### config.mk
export PLATFORM = sky130hd
export DESIGN_NAME = rf_arbiter_2p
export DESIGN_NICKNAME = d
export VERILOG_FILES = /design/src/rtl/rf_arbiter_2p.sv
export SDC_FILE = /design/constraint.sdc
export NUM_CORES = 1
export LEC_CHECK = 0
export ABC_CLOCK_PERIOD_IN_PS = 1400
export BUFFER_PORTS_ARGS = -buffer_cell sky130_fd_sc_hd__buf_4
export CAP_MARGIN = 20
export CORE_MARGIN = 2
export CORE_UTILIZATION = 45
export CTS_BUF_LIST = sky130_fd_sc_hd__clkbuf_8
export CTS_CLUSTER_SIZE = 30
export DETAILED_ROUTE_END_ITERATION = 8
export GPL_TIMING_DRIVEN = 0
export PLACE_DENSITY = 0.86
export SYNTH_ARGS = -nofsm -noshare
export SYNTH_HDL_FRONTEND = slang
export SYNTH_SLANG_ARGS = --single-unit
### constraint.sdc
create_clock -name clk -period 1.4 [get_ports clk]
set_input_delay 0 -clock clk [delete_from_list [all_inputs] [get_ports clk]]
set_output_delay 0 -clock clk [all_outputs]
set_load 0.01 [all_outputs]
### src/rtl/rf_arbiter_2p.sv
// Two-requester arbiter in front of a single-port-per-direction register file.
// Optional build macro RF_ARB_FIXED_PRIO_EN selects fixed priority (requester 0) instead of round-robin.
module rf_arbiter_2p #(
    parameter int DATA_WIDTH = 8,
    parameter int ADDR_WIDTH = 2
) (
    input  logic                  clk,
    input  logic                  reset,
    input  logic                  req0,
    input  logic                  req1,
    input  logic                  we0,
    input  logic                  we1,
    input  logic [ADDR_WIDTH-1:0] addr0,
    input  logic [ADDR_WIDTH-1:0] addr1,
    input  logic [DATA_WIDTH-1:0] wdata0,
    input  logic [DATA_WIDTH-1:0] wdata1,
    output logic                  ack0,
    output logic                  ack1,
    output logic [DATA_WIDTH-1:0] rdata,
    output logic                  busy,
    output logic                  rf_wr_en,
    output logic [ADDR_WIDTH-1:0] rf_w_addr,
    output logic [ADDR_WIDTH-1:0] rf_r_addr,
    output logic [DATA_WIDTH-1:0] rf_w_data,
    input  logic [DATA_WIDTH-1:0] rf_r_data
);

    typedef enum logic [1:0] {
        IDLE  = 2'd0,
        ISSUE = 2'd1,
        RWAIT = 2'd2
    } state_t;

    state_t                state_r;
    logic                  owner_r;
    logic                  we_r;
    logic [ADDR_WIDTH-1:0] addr_r;
    logic [DATA_WIDTH-1:0] wdata_r;
    logic [DATA_WIDTH-1:0] rdata_r;
    logic                  ack0_r;
    logic                  ack1_r;
    logic                  busy_r;
    logic                  wr_en_r;
`ifndef RF_ARB_FIXED_PRIO_EN
    logic                  last_r;
`endif

    logic                  elig0_s;
    logic                  elig1_s;
    logic                  grant_valid_s;
    logic                  grant_s;
    logic                  sel_we_s;
    logic [ADDR_WIDTH-1:0] sel_addr_s;
    logic [DATA_WIDTH-1:0] sel_wdata_s;

    // Eligibility (a requester is masked while its ack is high) and winner selection.
    always_comb begin
        elig0_s       = req0 & ~ack0_r;
        elig1_s       = req1 & ~ack1_r;
        grant_valid_s = elig0_s | elig1_s;
        if (elig0_s && elig1_s) begin
`ifdef RF_ARB_FIXED_PRIO_EN
            grant_s = 1'b0;
`else
            grant_s = ~last_r;
`endif
        end else if (elig1_s) begin
            grant_s = 1'b1;
        end else begin
            grant_s = 1'b0;
        end
        if (grant_s) begin
            sel_we_s    = we1;
            sel_addr_s  = addr1;
            sel_wdata_s = wdata1;
        end else begin
            sel_we_s    = we0;
            sel_addr_s  = addr0;
            sel_wdata_s = wdata0;
        end
    end

    // Control FSM; every output is a register updated here.
    always_ff @(posedge clk) begin
        if (reset) begin
            state_r <= IDLE;
            owner_r <= 1'b0;
            we_r    <= 1'b0;
            addr_r  <= {ADDR_WIDTH{1'b0}};
            wdata_r <= {DATA_WIDTH{1'b0}};
            rdata_r <= {DATA_WIDTH{1'b0}};
            ack0_r  <= 1'b0;
            ack1_r  <= 1'b0;
            busy_r  <= 1'b0;
            wr_en_r <= 1'b0;
`ifndef RF_ARB_FIXED_PRIO_EN
            last_r  <= 1'b1;
`endif
        end else begin
            ack0_r  <= 1'b0;
            ack1_r  <= 1'b0;
            wr_en_r <= 1'b0;
            case (state_r)
                IDLE: begin
                    if (grant_valid_s) begin
                        owner_r <= grant_s;
                        we_r    <= sel_we_s;
                        addr_r  <= sel_addr_s;
                        wdata_r <= sel_wdata_s;
                        wr_en_r <= sel_we_s;
                        busy_r  <= 1'b1;
                        state_r <= ISSUE;
`ifndef RF_ARB_FIXED_PRIO_EN
                        last_r  <= grant_s;
`endif
                    end else begin
                        busy_r  <= 1'b0;
                        state_r <= IDLE;
                    end
                end
                ISSUE: begin
                    if (we_r) begin
                        ack0_r  <= ~owner_r;
                        ack1_r  <= owner_r;
                        busy_r  <= 1'b0;
                        state_r <= IDLE;
                    end else begin
                        busy_r  <= 1'b1;
                        state_r <= RWAIT;
                    end
                end
                RWAIT: begin
                    // rf_r_data reflects rf_r_addr presented during ISSUE.
                    rdata_r <= rf_r_data;
                    ack0_r  <= ~owner_r;
                    ack1_r  <= owner_r;
                    busy_r  <= 1'b0;
                    state_r <= IDLE;
                end
                default: begin
                    busy_r  <= 1'b0;
                    state_r <= IDLE;
                end
            endcase
        end
    end

    assign ack0      = ack0_r;
    assign ack1      = ack1_r;
    assign rdata     = rdata_r;
    assign busy      = busy_r;
    assign rf_wr_en  = wr_en_r;
    assign rf_w_addr = addr_r;
    assign rf_r_addr = addr_r;
    assign rf_w_data = wdata_r;

endmodule

* After elaboration in Yosys (flattened, before gate mapping)
Index checks and enable logic that the tools add are counted.
** Word-level totals
- Logic and storage cells :: 41
- Register bits after elaboration :: 27
- Input port bits :: 34
- Output and inout port bits :: 24
** Operators by class
- Multiplexer cells :: 15
- Bitwise gates (word level) :: 9
- Equal/unequal tests :: 2
- Reduce and logical (&&, ||, !) cells :: 4
** Operator list (number)
- $mux W1 :: 8
- $mux W8 :: 1
- $not A1 Y1 :: 6
- $pmux W1 S2 :: 3
- $mux W2 :: 2
- $pmux W2 S2 :: 1
- $reduce_or A3 Y1 :: 1
- $and A1 B1 Y1 :: 2
- $eq A2 B1 Y1 const B :: 1
- $eq A2 B2 Y1 const B :: 1
- $logic_not A2 Y1 :: 1
- $reduce_and A2 Y1 :: 1
- $logic_and A1 B1 Y1 :: 1
- $or A1 B1 Y1 :: 1

* Longest topological paths before layout
Gate-level depths: netlist of run 1.
- Depth after elaboration :: 5
- Gate-level depth with buffers :: 6
- Gate-level depth less buffers :: 5

* Least setup slack after synthesis of run 1
No wires, ideal clock.
- Path kind :: reg-to-reg
- From :: register ack0_r (netlist: ack0)
- To :: register last_r
- Cell stages (with the launch flop) :: 5
- Library setup time :: 0.122 ns
- Data arrival time :: 1.077 ns
- Buffers on the path :: 1
- Setup slack :: 0.202 ns
- Cell sequence :: dfxtp_1 nand3b_1 and2_4 buf_12 a221o_1
** Between the ends
- Cells in the longest elaborated chain, start to end :: 4
** RTL lines
- start, declared :: RTL line 40 : logic ack0_r;
- start signal, assigned :: RTL line 123 : ack0_r <= ~owner_r;
- start signal, assigned :: RTL line 135 : ack0_r <= ~owner_r;
- $not A1 Y1 (*) :: RTL line 58 : elig0_s = req0 & ~ack0_r;
- $and A1 B1 Y1 (*) :: RTL line 58
- $or A1 B1 Y1 / $logic_and A1 B1 Y1 (equally long branches) :: RTL line 60, 61
- $reduce_and A2 Y1 (no line) / $mux W1 (equally long branches)
- end signal, assigned :: RTL line 114 : last_r <= grant_s;
- end, declared :: RTL line 45 : logic last_r;
Every way passes the cells marked *; elsewhere a longest branch is shown, timed or not.
A chain may end at the register's enable or synchronous reset.

* Worst setup path in the final report of run 1
- From :: register state_r[0]
- To :: register wdata_r[1] (netlist: rf_w_data[1])
** Between the ends
- Cells in the longest elaborated chain, start to end :: 2
** RTL lines
- start, declared :: RTL line 34 : state_t state_r;
- start signal, assigned :: RTL line 86 : state_r <= IDLE;
- start signal, assigned :: RTL line 112 : state_r <= ISSUE;
- start signal, assigned :: RTL line 118 : state_r <= IDLE;
- $logic_not A2 Y1 :: RTL line 103 : case (state_r)
- $reduce_and A2 Y1 (no line)
- end signal, assigned :: RTL line 90 : wdata_r <= {DATA_WIDTH{1'b0}};
- end signal, assigned :: RTL line 109 : wdata_r <= sel_wdata_s;
- end, declared :: RTL line 38 : logic [DATA_WIDTH-1:0] wdata_r;
No other way between the ends.

==> results of run 1 <==
[kinds of logic (layout without fill, tap and decap cells)]
group | after synthesis | in the layout | share of synthesized area
mux | 9 | 9 | 0.07431
simple gates | 41 | 41 | 0.1631
fa+ha+maj | 3 | 3 | 0.03096
buf+inv | 12 | 89 | 0.07533
compound gates | 26 | 26 | 0.2105
flops | 27 | 27 | 0.4458
[cells in the final DEF (no fill, tap or decap), types with 2 or more instances in the layout]
master and count:
clkbuf_8 3, inv_1 2, nor2_1 21, buf_2 2, nand2_1 11, dlygate4sd3_1 17
a21oi_1 3, clkbuf_1 2, ha_1 2, buf_4 58, dfxtp_1 27, a211oi_2 9
a21oi_2 8, a211oi_1 2, mux2i_1 9
[worst reg2reg max path, stage by stage, from the launching register on]
cell	delay [ps]
dfxtp_1	330
inv_1	90
ha_2	240
o21a_2	190
buf_6	150
nor2_1	70
a211oi_2	190
[final timing paths]
kind	slack (ps)	from	to
max	70	state_r[0]	rf_w_data[1]
min	3	wdata0[4]	rf_w_data[4]
max reg2reg	70	state_r[0]	rf_w_data[1]
min reg2reg	460	owner_r	ack0
[sequential cells by signal (all words and copies together) (netlist names)]
signal     flops
ack1           1
rf_wr_en       1
rf_w_data      8
rdata          8
owner_r        1
state_r        2
busy           1
last_r         1
rf_r_addr      2
we_r           1
ack0           1
[metrics by stage]
stage,instance area [µm²],setup WS [ps],std cells
floorplan,1212,201.6,118
global placement,1670,109.7,204
detailed placement,1670,59.93,204
CTS,1889,18.93,225
global route,1894,-38.95,225
finish,1894,73.24,225
[routing by layer]
layer | share of wire | GRT usage
met5 | 0 | 0
met4 | 0.025 | 0.07483
met3 | 0.049 | 0.03721
met2 | 0.57 | 0.4507
met1 | 0.36 | 0.2377
[report_power, final]
group          internal (W)  switching, W
sequential         0.000835     0.0000384
combinational      0.000307      0.000258
clock              0.000202      0.000258
total               0.00134      0.000553
[what timing repair did]
action / CTS / global route
hold buffers: 17 / 0
resized for setup: 0 / 2
setup endpoints to repair: 0 / 13
hold endpoints to repair: 18 / 0
[final cells by class]
| type | count | area share |
|---|---|---|
| Clock buffer | 3 | 0.02180 |
| Timing Repair Buffer | 73 | 0.3118 |
| Sequential cell | 27 | 0.2853 |
| Tap cell | 30 | 0.01982 |
| Buffer | 10 | 0.04557 |
| Multi-Input combinational cell | 79 | 0.3078 |
| Clock inverter | 1 | 0.003963 |
| Inverter | 2 | 0.003963 |
==> key figures, run 1 <==
Drt
  • Via Count: 1174
  • DRT antenna net count: 0
  • Final WL: 3.444 mm
  • Drc violations: 0
  • Violation count after the first detailed-route iteration: 18
  • First-pass iteration count of the detailed router: 4
  • WL/cell: 15.31 µm
  • Via density: 5.218

Yosys
  • Post-synthesis sequential area ratio: 0.4458
  • EDFF count, synth: 0
  • Synth cell types: 29
  • Synth warn: 0
  • Cells after Synth: 118
  • Most frequent cell after synthesis: dfxtp_1
  • Synthesis-stage register bit count: 27
  • Synth top area cells: dfxtp_1 45%, a211oi_2 9.3%, mux2i_1 7.4%
  • Syn_area_per_cell: 10.27 µm²
  • Ys flop type: dfxtp_1
  • Asr flop ratio synth: 0
  • Synth top cells by count: 27 x dfxtp_1, 21 x nor2_1, 11 x nand2_1, 9 x a211oi_2, 9 x mux2i_1
  • Synthesized area: 1212 µm²
  • Post-synth net total: 155
  • Post-synth top area cell: dfxtp_1
  • Yosys top cell area share: 0.4458

STA
  • Hold Violations, Final: 0
  • Slew Limit Fails: 0
  • Setup tns final: 0 ps
  • Fmax: 0.7537 GHz
  • Final period util: 0.9477
  • Slew HR: 0.5654
  • Worst-Margin Slew: 651.9 ps
  • Final min period: 1327 ps
  • Final Setup Violations: 0
  • RSZ-0062 raised after global routing: true
  • Final hold slack: 3.022 ps
  • Clock Skew: 4.379 ps

Placed design
  • Final Wtd Congestion: 0.7778
  • I/O Buffers: 56
  • Final HPWL DP: 2.114 mm

Clock tree
  • CTS root buffer: clkbuf_8
  • Clock slew at the register clock pins of the worst setup and hold paths: 100 ps
  • Num CTS Buffers: 3
  • Worst skew pair latency: 280 ps
  • CTS sink count: 27
  • Clock Tree Buf Depth: 2
  • H-tree depth: 1
  • Post-CTS Setup Bufs: 0
  • CTS tree: done

Pwr
  • Total Power: 0.001898 W
  • Leak pwr: 0.8409 nW
  • Peak VDD IR: 0.8869 mV
  • Cell Pwr Density: 1002 nW/µm²

Hold path
  • Hold Crit Depth: 3
  • Hold Crit Class: in -> reg

Layout
  • Area Overhead vs Synth: 56.24%
  • Fill cells: 173
  • Layout cells sized above 1: 0.4667
  • Number of antenna diodes: 0
  • Layout Nets: 233
  • FF/Latch Area: 540.5 µm²
  • Multi-input logic area: 583.1 µm²
  • Final core utilization: 0.7510

Global route
  • Remaining global-route overflow: 0
  • Largest net degree at the start of global routing: 17
  • Initial antenna violation count: 0
  • First-pass GRT wire length: 5.540 mm
  • Gr usage total: 0.2269
  • Vias in the first global route: 1234

Setup path
  • Crit-path max cell delay: 330 ps
  • Worst setup EP type: flip-flop
  • Crit path buffers/inverters: 2
  • Crit path max-delay family: compound AO/OA/AOI/OAI gates
  • CP Depth: 6
  • Setup crit start kind: flip-flop
  • Crit Path Max Fanout: 10
  • CP required: 1600 ps
  • Crit Path Category: reg -> reg
  • WP data arrival: 1520 ps
  • R2r worst-path depth: 6
  • Slowest stage cell, crit path: dfxtp_1
  • CP Cell Sequence: inv_1, ha_2, o21a_2, buf_6, nor2_1, a211oi_2

Die
  • Initial Utilization: 0.4807
  • IO Count: 58
  • Die Wd: 55.91 µm
  • CORE AREA: 2522 µm²
  • Die area: 3125 µm²
  • Die height: 55.91 µm
  • Site Rows: 18

Outcome
  • Outcome: finished, final reports clean

Job
  • Max-Cap Viols: 0
No activity file was read; power rests on OpenSTA's default activity.
==> run 2, diff against run 1 <==
--- a/config.mk
+++ b/config.mk
@@ -14,7 +14,7 @@
 export CTS_CLUSTER_SIZE = 30
 export DETAILED_ROUTE_END_ITERATION = 8
 export GPL_TIMING_DRIVEN = 0
-export PLACE_DENSITY = 0.86
+export PLACE_DENSITY_LB_ADDON = 0.05
 export SYNTH_ARGS = -nofsm -noshare
 export SYNTH_HDL_FRONTEND = slang
 export SYNTH_SLANG_ARGS = --single-unit
==> key figures, run 2 (synthesized netlist as in run 1, its figures left out) <==
Setup path
  • Crit Path Max Fanout: 10
  • Setup crit start kind: flip-flop
  • Crit Path Category: reg -> reg
  • WP data arrival: 1510 ps
  • CP required: 1590 ps
  • Worst setup EP type: flip-flop
  • R2R setup slack: 80 ps

Die
  • CORE AREA: 2522 µm²
  • Initial Utilization: 0.4807
  • Die area: 3125 µm²
  • IO Count: 58
  • Die height: 55.91 µm
  • Die Wd: 55.91 µm
  • Site Rows: 18

Layout
  • Multi-input logic area: 583.1 µm²
  • Layout cells sized above 1: 0.4619
  • FF/Latch Area: 540.5 µm²
  • Final instance area: 1912 µm²
  • Fill cells: 183
  • Number of antenna diodes: 0
  • Final core utilization: 0.7579
  • Most frequent cells in the layout: 58 x buf_4, 27 x dfxtp_1, 21 x nor2_1
  • Layout Nets: 235
  • Commonest non-fill, non-tap cell in the layout: buf_4
  • Area Overhead vs Synth: 57.69%

Drt
  • Violation count after the first detailed-route iteration: 11
  • DRT antenna net count: 0
  • First-pass iteration count of the detailed router: 4
  • Via Count: 1121
  • Via density: 4.938
  • WL/cell: 12.68 µm
  • Drc violations: 0
  • Final WL: 2.879 mm

Clock tree
  • Num CTS Buffers: 3
  • CTS root buffer: clkbuf_8
  • H-tree depth: 1
  • Clock slew at the register clock pins of the worst setup and hold paths: 100 ps
  • CTS tree: done
  • Clock Tree Buf Depth: 2
  • CTS sink count: 27
  • Worst skew pair latency: 270 ps

Outcome
  • Outcome: finished, final reports clean

Pwr
  • Total Power: 0.001880 W
  • Peak VDD IR: 0.7806 mV
  • Leak pwr: 0.8498 nW
  • Cell Pwr Density: 983.1 nW/µm²

STA
  • Final Setup Violations: 0
  • Setup tns final: 0 ps
  • Clock Skew: 6.421 ps
  • Final min period: 1316 ps
  • Fmax: 0.7596 GHz
  • Final period util: 0.9403
  • Hold Violations, Final: 0
  • Slew Limit Fails: 0
  • Worst-Margin Slew: 678.2 ps
  • Slew HR: 0.5479
  • RSZ-0062 raised after global routing: false

Global route
  • Largest net degree at the start of global routing: 17
  • Vias in the first global route: 1219
  • First-pass GRT wire length: 5.099 mm
  • Remaining global-route overflow: 0
  • Initial antenna violation count: 0
  • Gr usage total: 0.2003

Placed design
  • I/O Buffers: 56
  • Final Wtd Congestion: 0.7339
  • Cell Area, Placed: 1670 µm²
  • Final HPWL DP: 2.036 mm

Job
  • Max-Cap Viols: 0

Hold path
  • Hold Crit Class: in -> reg
-- run 2: changes by cell type in the layout (fill, tap and decap cells not counted), sizes merged --
cell | before | now
buf | 63 | 64
clkbuf | 6 | 5
dlygate4sd3 | 17 | 19
-- run 2: final cells by class --
class	instances	share of cell area
repair buffers	75	0.3194
multi-input cells	79	0.3050
flip-flops and latches	27	0.2827
plain buffers	10	0.04385
clock buffers	3	0.02160
well taps	30	0.01963
clock inverters	1	0.003927
inverters	2	0.003927
-- run 2: worst paths after layout --
kind / cells after the start / end / startpoint
worst min-delay path: 3 / rf_wr_en / we1
worst max-delay path: 6 / rf_w_data[6] / state_r[0]
worst min register to register: 1 / ack0 / owner_r
worst max register to register: 6 / rf_w_data[6] / state_r[0]
-- run 2: critical path, stage by stage (launching register included) --
cell      delay (ps)
dfxtp_1          330
inv_1             90
ha_2             240
o21a_2           190
buf_6            150
nor2_1            60
a211oi_2         180
-- run 2: what timing repair did --
action,in CTS,in global routing
resized for setup,0,1
hold buffers,18,1
setup endpoints to repair,0,8
buffers inserted,0,0
hold endpoints to repair,22,1
-- run 2: per-stage QoR --
step / cells / hold WS (ps) / worst slack, ps
after CTS: 226 / 2.680 / 16.24
after detailed placement: 204 / 244.5 / 70.11
after global routing: 227 / 68.95 / 3.830
after floorplan: 118 / 141.0 / 201.6
final: 227 / 54.39 / 83.58
after global placement: 204 / 233.7 / 92.68
-- run 2: metal layers --
metal,vias up,track usage,part of all wire
li1,556,-,-
met1,522,0.2219,0.41
met2,41,0.3639,0.52
met3,2,0.05814,0.068
met4,0,0.06803,0.0028
met5,-,0,0
-- run 2: power breakdown --
group | leakage (nW) | switching (W) | internal [W]
Clock | 0.0217 | 0.000249 | 0.000202
Sequential | 0.222 | 0.0000353 | 0.000834
Combinational | 0.606 | 0.000249 | 0.000310
Total | 0.850 | 0.000534 | 0.00135
